`src/rtl/dsp_block_engine.sv`:
```
`default_nettype none
// ============================================================================
//  Module   : dsp_block_engine
//  Purpose  : Streams one block out of a ping-pong source bank, applies a
//             runtime-selected arithmetic operation per sample, and writes the
//             results to the destination bank at the same addresses.
//  Ports    : clk, rst_n               - clock, async active-low reset
//             mode, coef, len          - operation, operand, block length
//                                        (sampled at block start)
//             src_ready, dst_ready     - bank handshake from ping-pong control
//             src_addr / src_data      - source bank read port (READ_LAT)
//             dst_addr/dst_data/dst_we - destination bank write port
//             src_done, dst_done       - one-cycle bank release strobes
//             aborted                  - one-cycle strobe, block abandoned
//             busy                     - engine not idle
//  Revision : 1.0 - initial release
// ============================================================================
module dsp_block_engine #(
   parameter int DATA_W   = 8,
   parameter int ADDR_W   = 7,
   parameter int READ_LAT = 1,
   parameter int FRAC_W   = 0
) (
   input  logic              clk,
   input  logic              rst_n,
   input  logic [1:0]        mode,
   input  logic [DATA_W-1:0] coef,
   input  logic [ADDR_W:0]   len,
   input  logic              src_ready,
   input  logic              dst_ready,
   output logic [ADDR_W-1:0] src_addr,
   input  logic [DATA_W-1:0] src_data,
   output logic [ADDR_W-1:0] dst_addr,
   output logic [DATA_W-1:0] dst_data,
   output logic              dst_we,
   output logic              src_done,
   output logic              dst_done,
   output logic              aborted,
   output logic              busy
);

   typedef enum logic [1:0] {
      IDLE  = 2'd0,
      READ  = 2'd1,
      DRAIN = 2'd2,
      DONE  = 2'd3
   } state_t;

   localparam logic [ADDR_W:0] c_max_len = {1'b1, {ADDR_W{1'b0}}};

   state_t                  state;
   state_t                  state_nxt;

   logic [1:0]              r_mode;
   logic [DATA_W-1:0]       r_coef;
   logic [ADDR_W-1:0]       r_last;
   logic [READ_LAT-1:0]     r_vld;
   logic [ADDR_W-1:0]       r_apipe [READ_LAT];

   logic                    w_rdy;
   logic                    w_start;
   logic                    w_launch;
   logic                    w_issue;
   logic                    w_abort;
   logic                    w_last;
   logic                    w_drained;
   logic [ADDR_W-1:0]       w_last_addr;
   logic [DATA_W:0]         w_sum;
   logic [2*DATA_W-1:0]     w_prod;
   logic [2*DATA_W-1:0]     w_prod_sh;
   logic [DATA_W-1:0]       w_result;

   assign w_rdy     = src_ready & dst_ready;
   assign w_start   = w_rdy & (len != '0);
   assign w_launch  = ((state == IDLE) || (state == DONE)) && w_start;
   assign w_issue   = (state == READ) && w_rdy;
   assign w_abort   = (state == READ) && !w_rdy;
   assign w_last    = w_issue && (src_addr == r_last);
   // Contiguous writes mean the final write is the one seen once no valid
   // sample is left in the read-latency pipeline.
   assign w_drained = (state == DRAIN) && dst_we && (r_vld == '0);

   // Oversized lengths clamp to a full bank; the last address is then all ones.
   // A length of exactly 2^ADDR_W has zero low bits, so minus one also wraps to
   // all ones.
   assign w_last_addr = (len > c_max_len) ? {ADDR_W{1'b1}}
                                          : len[ADDR_W-1:0] - ADDR_W'(1);

   assign dst_done = (state == DONE);
   assign busy     = (state != IDLE);

   // ---------------------------------------------------------------- FSM
   always_ff @(posedge clk or negedge rst_n) begin
      if (!rst_n) begin
         state <= IDLE;
      end else begin
         state <= state_nxt;
      end
   end

   always_comb begin
      state_nxt = state;
      case (state)
         IDLE:  if (w_start) state_nxt = READ;
         READ:  begin
                   if (w_abort)     state_nxt = IDLE;
                   else if (w_last) state_nxt = DRAIN;
                end
         DRAIN: if (w_drained) state_nxt = DONE;
         DONE:  state_nxt = w_start ? READ : IDLE;
         default: state_nxt = IDLE;
      endcase
   end

   // ---------------------------------------------------------------- control
   always_ff @(posedge clk or negedge rst_n) begin
      if (!rst_n) begin
         src_addr <= '0;
         r_last   <= '0;
         r_mode   <= 2'd0;
         r_coef   <= '0;
         src_done <= 1'b0;
         aborted  <= 1'b0;
      end else begin
         src_done <= w_last;
         aborted  <= w_abort;
         if (w_launch) begin
            src_addr <= '0;
            r_last   <= w_last_addr;
            r_mode   <= mode;
            r_coef   <= coef;
         end else if (state == READ) begin
            // Return to 0 after the last address so the counter never wraps.
            if (w_abort || w_last) src_addr <= '0;
            else                   src_addr <= src_addr + ADDR_W'(1);
         end
      end
   end

   // ---------------------------------------------------------------- read-latency tags
   always_ff @(posedge clk or negedge rst_n) begin
      if (!rst_n) begin
         r_vld <= '0;
         for (int i = 0; i < READ_LAT; i++) r_apipe[i] <= '0;
      end else begin
         if (w_abort) begin
            r_vld <= '0;
         end else begin
            r_vld[0] <= w_issue;
            for (int i = 1; i < READ_LAT; i++) r_vld[i] <= r_vld[i-1];
         end
         r_apipe[0] <= src_addr;
         for (int i = 1; i < READ_LAT; i++) r_apipe[i] <= r_apipe[i-1];
      end
   end

   // ---------------------------------------------------------------- arithmetic
   assign w_sum     = {1'b0, src_data} + {1'b0, r_coef};
   assign w_prod    = {{DATA_W{1'b0}}, src_data} * {{DATA_W{1'b0}}, r_coef};
   assign w_prod_sh = w_prod >> FRAC_W;

   always_comb begin
      w_result = src_data;
      case (r_mode)
         2'd0: w_result = src_data;
         2'd1: w_result = w_sum[DATA_W-1:0];
         2'd2: w_result = w_sum[DATA_W] ? {DATA_W{1'b1}} : w_sum[DATA_W-1:0];
         2'd3: w_result = (|w_prod_sh[2*DATA_W-1:DATA_W]) ? {DATA_W{1'b1}}
                                                           : w_prod_sh[DATA_W-1:0];
         default: w_result = src_data;
      endcase
   end

   // ---------------------------------------------------------------- write stage
   always_ff @(posedge clk or negedge rst_n) begin
      if (!rst_n) begin
         dst_we   <= 1'b0;
         dst_addr <= '0;
         dst_data <= '0;
      end else begin
         dst_we <= r_vld[READ_LAT-1] && !w_abort;
         if (r_vld[READ_LAT-1] && !w_abort) begin
            dst_addr <= r_apipe[READ_LAT-1];
            dst_data <= w_result;
         end
      end
   end

endmodule
`default_nettype wire

```
`config.mk`:
```
export PLATFORM = sky130hd
export DESIGN_NAME = dsp_block_engine
export DESIGN_NICKNAME = d
export VERILOG_FILES = /design/src/rtl/dsp_block_engine.sv
export SDC_FILE = /design/constraint.sdc
export NUM_CORES = 1
export LEC_CHECK = 0
export BUFFER_PORTS_ARGS = -buffer_cell sky130_fd_sc_hd__buf_2
export CAP_MARGIN = 40
export CELL_PAD_IN_SITES_DETAIL_PLACEMENT = 0
export CELL_PAD_IN_SITES_GLOBAL_PLACEMENT = 2
export CORE_ASPECT_RATIO = 1.1
export CORE_MARGIN = 3
export CORE_UTILIZATION = 37
export DETAILED_ROUTE_END_ITERATION = 16
export PLACE_DENSITY = 0.78
export SLEW_MARGIN = 40
export SYNTH_ARGS = -nofsm -noshare
export SYNTH_HDL_FRONTEND = slang
export SYNTH_SLANG_ARGS = --single-unit
```
`constraint.sdc`:
```
create_clock -name clk -period 6.7 [get_ports clk]
set_clock_uncertainty 0.1 [all_clocks]
set_input_delay 1.675 -clock clk [delete_from_list [all_inputs] [get_ports clk]]
set_output_delay 1.675 -clock clk [all_outputs]
set_load 0.005 [all_outputs]
```
==> results of run 1 <==
==> logic make-up (layout without fill, tap and decap cells) <==
family,Yosys count,count (layout),share of synthesized area (%)
buffers and inverters,72,134,5.66
adders and majority gates,89,89,29.0
AOI/OAI and AO/OA,100,100,14.1
and+or+nand+nor,167,167,16.6
DFF,52,52,27.1
xor gates and xnor gates,25,25,4.56
muxes,13,13,3.00
==> through the flow <==
step / hold slack, ns / setup WS [ns] / util [%] / setup TNS (ns) / instance area (um^2)
floorplan: 0.314 / 0.591 / - / 0 / 4800
global placement: 0.318 / 0.0948 / 41.9 / 0 / 5290
detailed placement: 0.325 / -0.0204 / 41.9 / -0.0815 / 5290
CTS: 0.346 / 0.286 / 43.1 / 0 / 5450
global route: 0.364 / 0.0231 / 43.1 / 0 / 5450
finish: 0.340 / 0.301 / 43.1 / 0 / 5450
==> registers in the layout (all words and copies together) (netlist names), named ones only <==
name      count
r_apipe       7
dst_data      8
r_last        7
r_mode        2
src_done      1
dst_addr      7
r_vld         1
src_addr      7
dst_we        1
aborted       1
state         1
r_coef        8
==> placed cells by master (no fill, tap or decap), types with 4 or more instances in the layout <==
cell type,netlist,layout
xor2_1,16,16
clkbuf_16,0,5
buf_2,1,56
and2_1,36,36
mux2_2,11,11
dfrtp_1,52,52
or3_1,5,5
nand2b_1,4,4
o21a_1,4,4
o211ai_1,10,10
nor3_1,8,8
a21oi_1,15,15
xnor2_1,9,9
ha_1,52,52
inv_1,63,63
a31oi_1,12,12
buf_4,0,6
nor2_1,31,30
nand2_1,66,66
o2111ai_1,4,4
o21ai_0,24,24
fa_1,37,37
a211oi_1,6,6
==> path summary, 6_finish.rpt <==
check / end / slack (ns) / cells past startpoint
max: dst_data[4] / 0.30 / 18
min: dst_addr[6] / 0.34 / 2
max reg2reg: dst_data[4] / 1.32 / 17
min reg2reg: dst_addr[6] / 0.34 / 2
max in group asynchronous: r_coef[3] / 4.66 / 2
min in group asynchronous: dst_data[5] / 1.39 / 2
==> metal layers <==
| metal | global-route usage, % | vias to the layer above |
|---|---|---|
| li1 | - | 1878 |
| met2 | 25.3 | 74 |
| met4 | 2.10 | 0 |
| met5 | 0 | - |
| met3 | 1.94 | 2 |
| met1 | 25.3 | 1804 |
==> final cells by class <==
| cell class | instances | area [um^2] |
|---|---|---|
| clock buffers | 5 | 125 |
| clock inverters | 3 | 26.3 |
| fillers | 1252 | 7200 |
| inverters | 64 | 240 |
| multi-input cells | 394 | 3230 |
| flip-flops and latches | 52 | 1300 |
| well taps | 157 | 196 |
| repair buffers | 62 | 325 |
==> worst max-delay path, cell delays in order <==
cell,delay [ns]
buf_2,0.17
and2_1,0.19
fa_1,0.53
inv_1,0.05
fa_1,0.47
inv_1,0.06
fa_1,0.52
inv_1,0.05
fa_1,0.53
inv_1,0.04
ha_1,0.35
a21oi_1,0.21
a2bb2oi_1,0.24
o211ai_1,0.16
mux2i_1,0.15
or4_1,0.72
nor3_1,0.25
a31oi_1,0.10
==> out/summary.txt, run 1 <==
Mean Syn Cell Area - 9.27 um^2
Gate Count Post-Synth - 518
Fin. max-slew vios - 0
Vias in the first global route - 3722
Core area - 0.0126 mm^2
Max layer used - met4
First-pass GRT wire length - 19.2 mm
H-tree level count - 2
Min Tclk post-route - 6.40 ns
Max-Cap Viols - 0
Placed insts - 729
CP Data Required Time - 6.76 ns
Synthesized net count - 637
Clock-pin slew on the worst setup and hold paths - 0.07 ns
RSZ-0062 raised after global routing - no
Core Rows - 43
Overflow after GRT - 0
Cell taking the most area after synthesis - dfrtp_1
Layout area overhead - 13.4%
Hold WC Path Type - reg2reg
Clk Latency, worst-skew pair - 0.29 ns
Final wirelength - 11.4 mm
CTS Root Cell - clkbuf_16
Pin count of the biggest net entering global routing - 53
IO buf count - 56
Initial cell density of the core - 38.0%
Post-cts sizing count - 0
Drt wl/cell - 15.5 um
Nature of the critical path startpoint - input pin
Clk buf depth - 2
Status - finished clean
Final Cycle Share - 95.5%
Cell Area, Synth - 0.00480 mm^2
Most frequent cell after synthesis - nand2_1
DR DRC count - 0
Routed length on met1 - 5.79 mm
Critical path endpoint category - flip-flop
Largest cells by area after synthesis - dfrtp_1, fa_1, ha_1
Netlist cell types - 51
Met3 wire len - 374 um
Yosys warns - 0
Post-DP HPWL - 9.01 mm
Launch point of the worst reg-to-reg path - r_coef[4]
Setup violators final - 0
Most frequent cells after synthesis - nand2_1, inv_1, dfrtp_1, ha_1, fa_1
Worst-path fanout max - 9
Async SR Flop Fraction - 100%
Die Height - 125 um
Fin nets - 698
CTS Hold Bufs - 0
Inserted Diodes - 0
Worst-margin pin slew - 0.656 ns
Register area share after synthesis - 27.1%
Met2 wire len - 5.22 mm
Die W - 115 um
Layout cells sized above 1 - 15.5%
Post-synth top flop - dfrtp_1
Routability-driven placement congestion ratio - 0.830
Worst Setup SP - src_data[3]
Yosys top cell area share - 27.1%
Synth Register Bits - 52
Clock tree sinks - 52
Vias per cell - 5.10
Vias - 3758
Detail Route Antenna Nets - 0
Final Hold Fails - 0
Post CTS Setup Buffer Count - 0
Pre-antenna DRT Iters - 4
Post-synth EDFFs - 0
Setup CP Type - in2reg
Critical Path AT - 6.46 ns
Fmax - 156 MHz
Initial DRC count - 181
CTS tree - built
IO Count - 57
Antenna violations before repair - 0
HP Start - r_apipe[6]
Non-Filler Instances - 737
Total Routing Usage GR - 16.4%
Die area - 0.0144 mm^2
Num CTS Buffers - 5
Rel. slew slack - 56.2%
Power of run 1 is left out: the tool's default activity adds up to more than one toggle a clock period on the data nets, which glitch-free logic cannot reach.
==> run 2, diff against run 1 <==
CAP_MARGIN = not set   (was 40)
MAX_ROUTING_LAYER = met4   (was not set)
==> run 2 against run 1 <==
Fmax about the same. Global-route usage rose by 0.50 points. Wire length grew 0.28%. Non-clock buffer count unchanged. Worst hold slack about the same. Core utilization unchanged. Critical path depth unchanged. Worst setup slack got worse by 0.0044 ns. Count of clock-buffer cells in the layout unchanged. Critical path type unchanged. Register-to-register slack hardly changed.
==> out/summary.txt, run 2 (synthesized netlist as in run 1, its figures left out) <==
Status - finished clean
IO Count - 57 (unchanged)
Non-Filler Instances - 737 (unchanged)
Fill count - 1252 (unchanged)
Setup CP Type - in2reg
Reg area - 0.00130 mm^2 (unchanged)
DR DRC count - 0 (unchanged)
Commonest non-fill, non-tap cell in the layout - nand2_1
Rel. slew slack - 55.3% (-0.85 points)
Flop-to-flop setup slack - 1.32 ns (about the same)
Post CTS Setup Buffer Count - 0 (unchanged)
Fmax - 156 MHz (about the same)
CTS tree - built
Total Routing Usage GR - 16.9% (+0.50 points)
Worst-path fanout max - 9 (unchanged)
First-pass GRT wire length - 19.2 mm (about the same)
Launch point of the worst reg-to-reg path - r_coef[4]
CTS Hold Bufs - 0 (unchanged)
Placed insts - 729 (unchanged)
Crit path max-delay family - adder cells
CP Data Required Time - 6.76 ns (about the same)
IO buf count - 56 (unchanged)
Critical Path AT - 6.46 ns (about the same)
Hold WS - 0.340 ns (+0.000101 ns)
Max stage delay on crit path - 0.72 ns (about the same)
Vias in the first global route - 3725 (+0.081%)
Nature of the critical path startpoint - input pin
Initial DRC count - 204 (+13%)
Overflow after GRT - 0 (unchanged)
Post-cts sizing count - 0 (unchanged)
Hold path depth - 2 (unchanged)
Critical path endpoint category - flip-flop
Fin. max-slew vios - 0 (unchanged)
Worst path cell trace - buf_2 > and2_1 > fa_1 > inv_1 > fa_1 > inv_1 > fa_1 > inv_1 > fa_1 > inv_1 > ha_1 > a21oi_1 > a2bb2oi_1 > o211ai_1 > mux2i_1 > or4_1 > nor3_1 > a31oi_1
Final wirelength - 11.4 mm (+0.28%)
Die area - 0.0144 mm^2 (unchanged)
Multi-input logic area - 0.00323 mm^2 (unchanged)
RSZ-0062 raised after global routing - no
Regs by FF count - dst_data (8), r_coef (8)
Worst R2R Path Depth - 17 (unchanged)
CP bufs+invs - 5 (unchanged)
Layout area overhead - 13.4% (unchanged)
Core area - 0.0126 mm^2 (unchanged)
Hold path endpoint - dst_addr[6]
Antenna violations before repair - 0 (unchanged)
Vias - 3737 (-0.56%)
Post-DP HPWL - 9.01 mm (unchanged)
Setup violators final - 0 (unchanged)
Die W - 115 um (unchanged)
Clock tree sinks - 52 (unchanged)
Clk buf depth - 2 (unchanged)
Pin count of the biggest net entering global routing - 53 (unchanged)
Hold WC Path Type - reg2reg
Final Hold Fails - 0 (unchanged)
Worst Setup SP - src_data[3]
Clock-pin slew on the worst setup and hold paths - 0.07 ns (about the same)
Max-Cap Viols - 0 (unchanged)
Pre-antenna DRT Iters - 4 (unchanged)
Crit path max-delay cell type - or4_1
Inserted Diodes - 0 (unchanged)
HP Start - r_apipe[6]
Final Cycle Share - 95.6% (about the same)
Vias per cell - 5.07 (-0.56%)
Routability-driven placement congestion ratio - 0.843 (+1.5%)
Core Rows - 43 (unchanged)
Die Height - 125 um (unchanged)
Min Tclk post-route - 6.40 ns (+0.00444 ns)
Fin nets - 698 (unchanged)
Initial cell density of the core - 38.0% (unchanged)
Worst R2R End - dst_data[4]
Drt wl/cell - 15.5 um (+0.28%)
Most frequent cells in the layout - nand2_1, inv_1, buf_2
Layout cells sized above 1 - 15.5% (unchanged)
Num CTS Buffers - 5 (unchanged)
H-tree level count - 2 (unchanged)
CTS Root Cell - clkbuf_16
Detail Route Antenna Nets - 0 (unchanged)
Clk Latency, worst-skew pair - 0.29 ns (about the same)
Worst-margin pin slew - 0.670 ns (+0.0143 ns)
==> run 2: how the worst max path moves through the flow <==
stage | to | slack [ns] | cells past startpoint
final | dst_data[4] | 0.30 | 18
after global placement | dst_data[4] | 0.09 | 18
after CTS | dst_data[4] | 0.29 | 18
after detailed placement | dst_data[4] | -0.02 | 18
after global routing | dst_data[4] | 0.03 | 18
after floorplan | dst_data[4] | 0.59 | 18
==> run 2: metal layers <==
metal	share of wire, %	vias up	GRT usage [%]
met5	0	-	-
met4	0.27	0	2.10
met3	2.7	4	1.69
met2	46	62	25.2
met1	52	1798	25.5
li1	-	1873	-
==> run 2: layout make-up <==
type	count	share of cell area [%]
repair buffers	62	5.97
clock inverters	3	0.483
clock buffers	5	2.30
well taps	157	3.61
multi-input cells	394	59.3
flip-flops and latches	52	23.9
inverters	64	4.41
==> run 2: stage by stage <==
stage	util, %	setup TNS [ns]	instance area (um^2)	setup slack, ns
2_1_floorplan	-	0	4800	0.591
3_3_place_gp	41.9	0	5290	0.0948
3_5_place_dp	41.9	-0.0815	5290	-0.0204
4_1_cts	43.1	0	5450	0.286
5_1_grt	43.1	0	5450	0.0253
6_report	43.1	0	5450	0.296
==> run 2: worst reg2reg max path: cells and delay by family, from the launching register on <==
kind                       cells  cell delay [ns]
muxes                          1             0.15
buffers and inverters          4             0.20
adders and majority gates      5             2.40
DFF                            1             0.51
and+or+nand+nor                3             1.20
AOI/OAI and AO/OA              4             0.71
Power of run 2 is left out for the same reason.
==> run 3, diff against run 2 <==
--- a/config.mk
+++ b/config.mk
@@ -19,2 +19,3 @@
 export SYNTH_HDL_FRONTEND = slang
 export SYNTH_SLANG_ARGS = --single-unit
+export TNS_END_PERCENT = 100
==> constraint.sdc (replaced) <==
create_clock -name clk -period 6.7 [get_ports clk]
set_clock_uncertainty 0.1 [all_clocks]
set_input_delay 0.67 -clock clk [delete_from_list [all_inputs] [get_ports clk]]
set_output_delay 0.67 -clock clk [all_outputs]
set_load 0.005 [all_outputs]
==> run 3 against run 2 <==
Fmax rose by 19%. Die area did not move. Core utilization fell by 0.26 points. Wire length fell by 0.54%. First-iteration DRC count fell by 2.5%. Worst hold slack got worse by 0.0017 ns. Flip-flop and latch count did not move. Via count rose by 0.51%. Non-clock buffer count fell by 4. Global-route usage rose by 0.11 points. Highest routed layer unchanged.
==> out/summary.txt, run 3 (synthesized netlist as in run 1, its figures left out) <==
IO Count - 57 (unchanged)
Critical path endpoint category - flip-flop
Clk Latency, worst-skew pair - 0.29 ns (about the same)
Core Rows - 43 (unchanged)
First-pass GRT wire length - 19.4 mm (+1.1%)
Post-cts sizing count - 0 (unchanged)
Initial cell density of the core - 38.0% (unchanged)
CTS Root Cell - clkbuf_16
Worst R2R End - dst_data[4]
Final Cycle Share - 80.0% (-16 points)
Final wirelength - 11.4 mm (-0.54%)
Total Routing Usage GR - 17.0% (+0.11 points)
Pre-antenna DRT Iters - 5 (+1)
CTS tree - built
Crit path max-delay cell type - or4_1
DR DRC count - 0 (unchanged)
Fill count - 1280 (+2.2%)
Setup violators final - 0 (unchanged)
Max layer used - met4
Post-DP HPWL - 9.13 mm (+1.4%)
Die W - 115 um (unchanged)
Max-Cap Viols - 0 (unchanged)
Antenna violations before repair - 0 (unchanged)
Status - finished clean
Worst R2R Path Depth - 17 (unchanged)
Hold path endpoint - dst_addr[6]
Num CTS Buffers - 5 (unchanged)
HP Start - r_apipe[6]
Flop-to-flop setup slack - 1.36 ns (+0.04 ns)
Hold WC Path Type - reg2reg
Vias per cell - 5.12 (+1.1%)
CP Data Required Time - 6.75 ns (about the same)
Vias - 3756 (+0.51%)
Routed length on met1 - 5.67 mm (-3.9%)
Core area - 0.0126 mm^2 (unchanged)
Initial DRC count - 199 (-2.5%)
Clk buf depth - 2 (unchanged)
Setup CP Type - in2reg
Launch point of the worst reg-to-reg path - r_coef[4]
CTS Hold Bufs - 0 (unchanged)
Regs by FF count - dst_data (8), r_coef (8)
Fin. max-slew vios - 0 (unchanged)
Clock tree sinks - 52 (unchanged)
Final Hold Fails - 0 (unchanged)
Commonest non-fill, non-tap cell in the layout - nand2_1
Met3 wire len - 316 um (+3.6%)
Layout cells sized above 1 - 14.9% (-0.59 points)
Critical Path AT - 5.41 ns (-1.05 ns)
Nature of the critical path startpoint - input pin
Max stage delay on crit path - 0.70 ns (-0.02 ns)
Die Height - 125 um (unchanged)
RSZ-0062 raised after global routing - no
IO buf count - 56 (unchanged)
CP bufs+invs - 5 (unchanged)
Crit path max-delay family - adder cells
Fin nets - 694 (-0.57%)
Overflow after GRT - 0 (unchanged)
Hold path depth - 2 (unchanged)
Vias in the first global route - 3774 (+1.3%)
Drt wl/cell - 15.5 um (about the same)
Clock-pin slew on the worst setup and hold paths - 0.07 ns (about the same)
Detail Route Antenna Nets - 0 (unchanged)
Die area - 0.0144 mm^2 (unchanged)
H-tree level count - 2 (unchanged)
Worst-path fanout max - 9 (unchanged)
Rel. slew slack - 51.3% (-4.0 points)
Layout area overhead - 12.7%
Worst path cell trace - buf_2 > and2_1 > fa_1 > inv_1 > fa_1 > inv_1 > fa_1 > inv_1 > fa_1 > inv_1 > ha_1 > a21oi_1 > a2bb2oi_1 > o211ai_1 > mux2i_1 > or4_1 > nor3_1 > a31oi_1
Routability-driven placement congestion ratio - 0.864 (+2.5%)
Post CTS Setup Buffer Count - 0 (unchanged)
Fmax - 187 MHz (+19%)
Min Tclk post-route - 5.36 ns (-1.04 ns)
Pin count of the biggest net entering global routing - 53 (unchanged)
Most frequent cells in the layout - nand2_1, inv_1, buf_2
Met2 wire len - 5.36 mm (+2.8%)
Worst-margin pin slew - 0.725 ns (+0.0546 ns)
Post-route setup TNS - 0 ns (unchanged)
Inserted Diodes - 0 (unchanged)
-- run 3: cell types whose count changed in the layout (fill, tap and decap cells not counted) --
cell | before | now
inv_6 | 1 | 0
clkinv_4 | 2 | 1
clkinvlp_4 | 0 | 2
buf_4 | 6 | 2
-- run 3: tightest hold or removal path: cells and delay by family (launching register included) --
| family | cells | cell delay [ns] |
|---|---|---|
| simple gates | 2 | 0.08 |
| flops | 1 | 0.32 |
-- run 3: worst max-delay path by stage --
stage | slack (ns) | end | from | cells past startpoint
2_1_floorplan | 1.60 | dst_data[4] | src_data[3] | 18
3_3_place_gp | 1.12 | dst_data[4] | src_data[3] | 18
3_5_place_dp | 1.01 | dst_data[4] | src_data[3] | 18
4_1_cts | 1.31 | dst_data[4] | r_coef[2] | 17
5_1_grt | 1.05 | dst_data[5] | r_coef[2] | 17
6_report | 1.34 | dst_data[4] | src_data[3] | 18
-- run 3: layer usage --
| layer | vias to the layer above | track usage (%) |
|---|---|---|
| li1 | 1867 | - |
| met1 | 1830 | 25.5 |
| met2 | 55 | 25.6 |
| met3 | 4 | 1.94 |
| met4 | 0 | 1.75 |
| met5 | - | - |
-- run 3: metrics by stage --
step	hold slack [ns]	std cells	instance area (um^2)	util, %	setup WS, ns
floorplan	0.274	518	4800	-	1.60
global placement	0.318	725	5260	41.6	1.12
detailed placement	0.321	725	5260	41.6	1.01
CTS	0.340	733	5410	42.8	1.31
global route	0.367	733	5410	42.8	1.05
finish	0.338	733	5410	42.8	1.34
-- run 3: layout make-up --
cell class	count	area, um^2	area share [%]
Tap cell	157	196	3.63
Sequential cell	52	1300	24.0
Clock inverter	3	23.8	0.439
Timing Repair Buffer	58	295	5.46
Inverter	64	240	4.44
Clock buffer	5	125	2.31
Multi-Input combinational cell	394	3230	59.7
Power of run 3 is left out for the same reason.
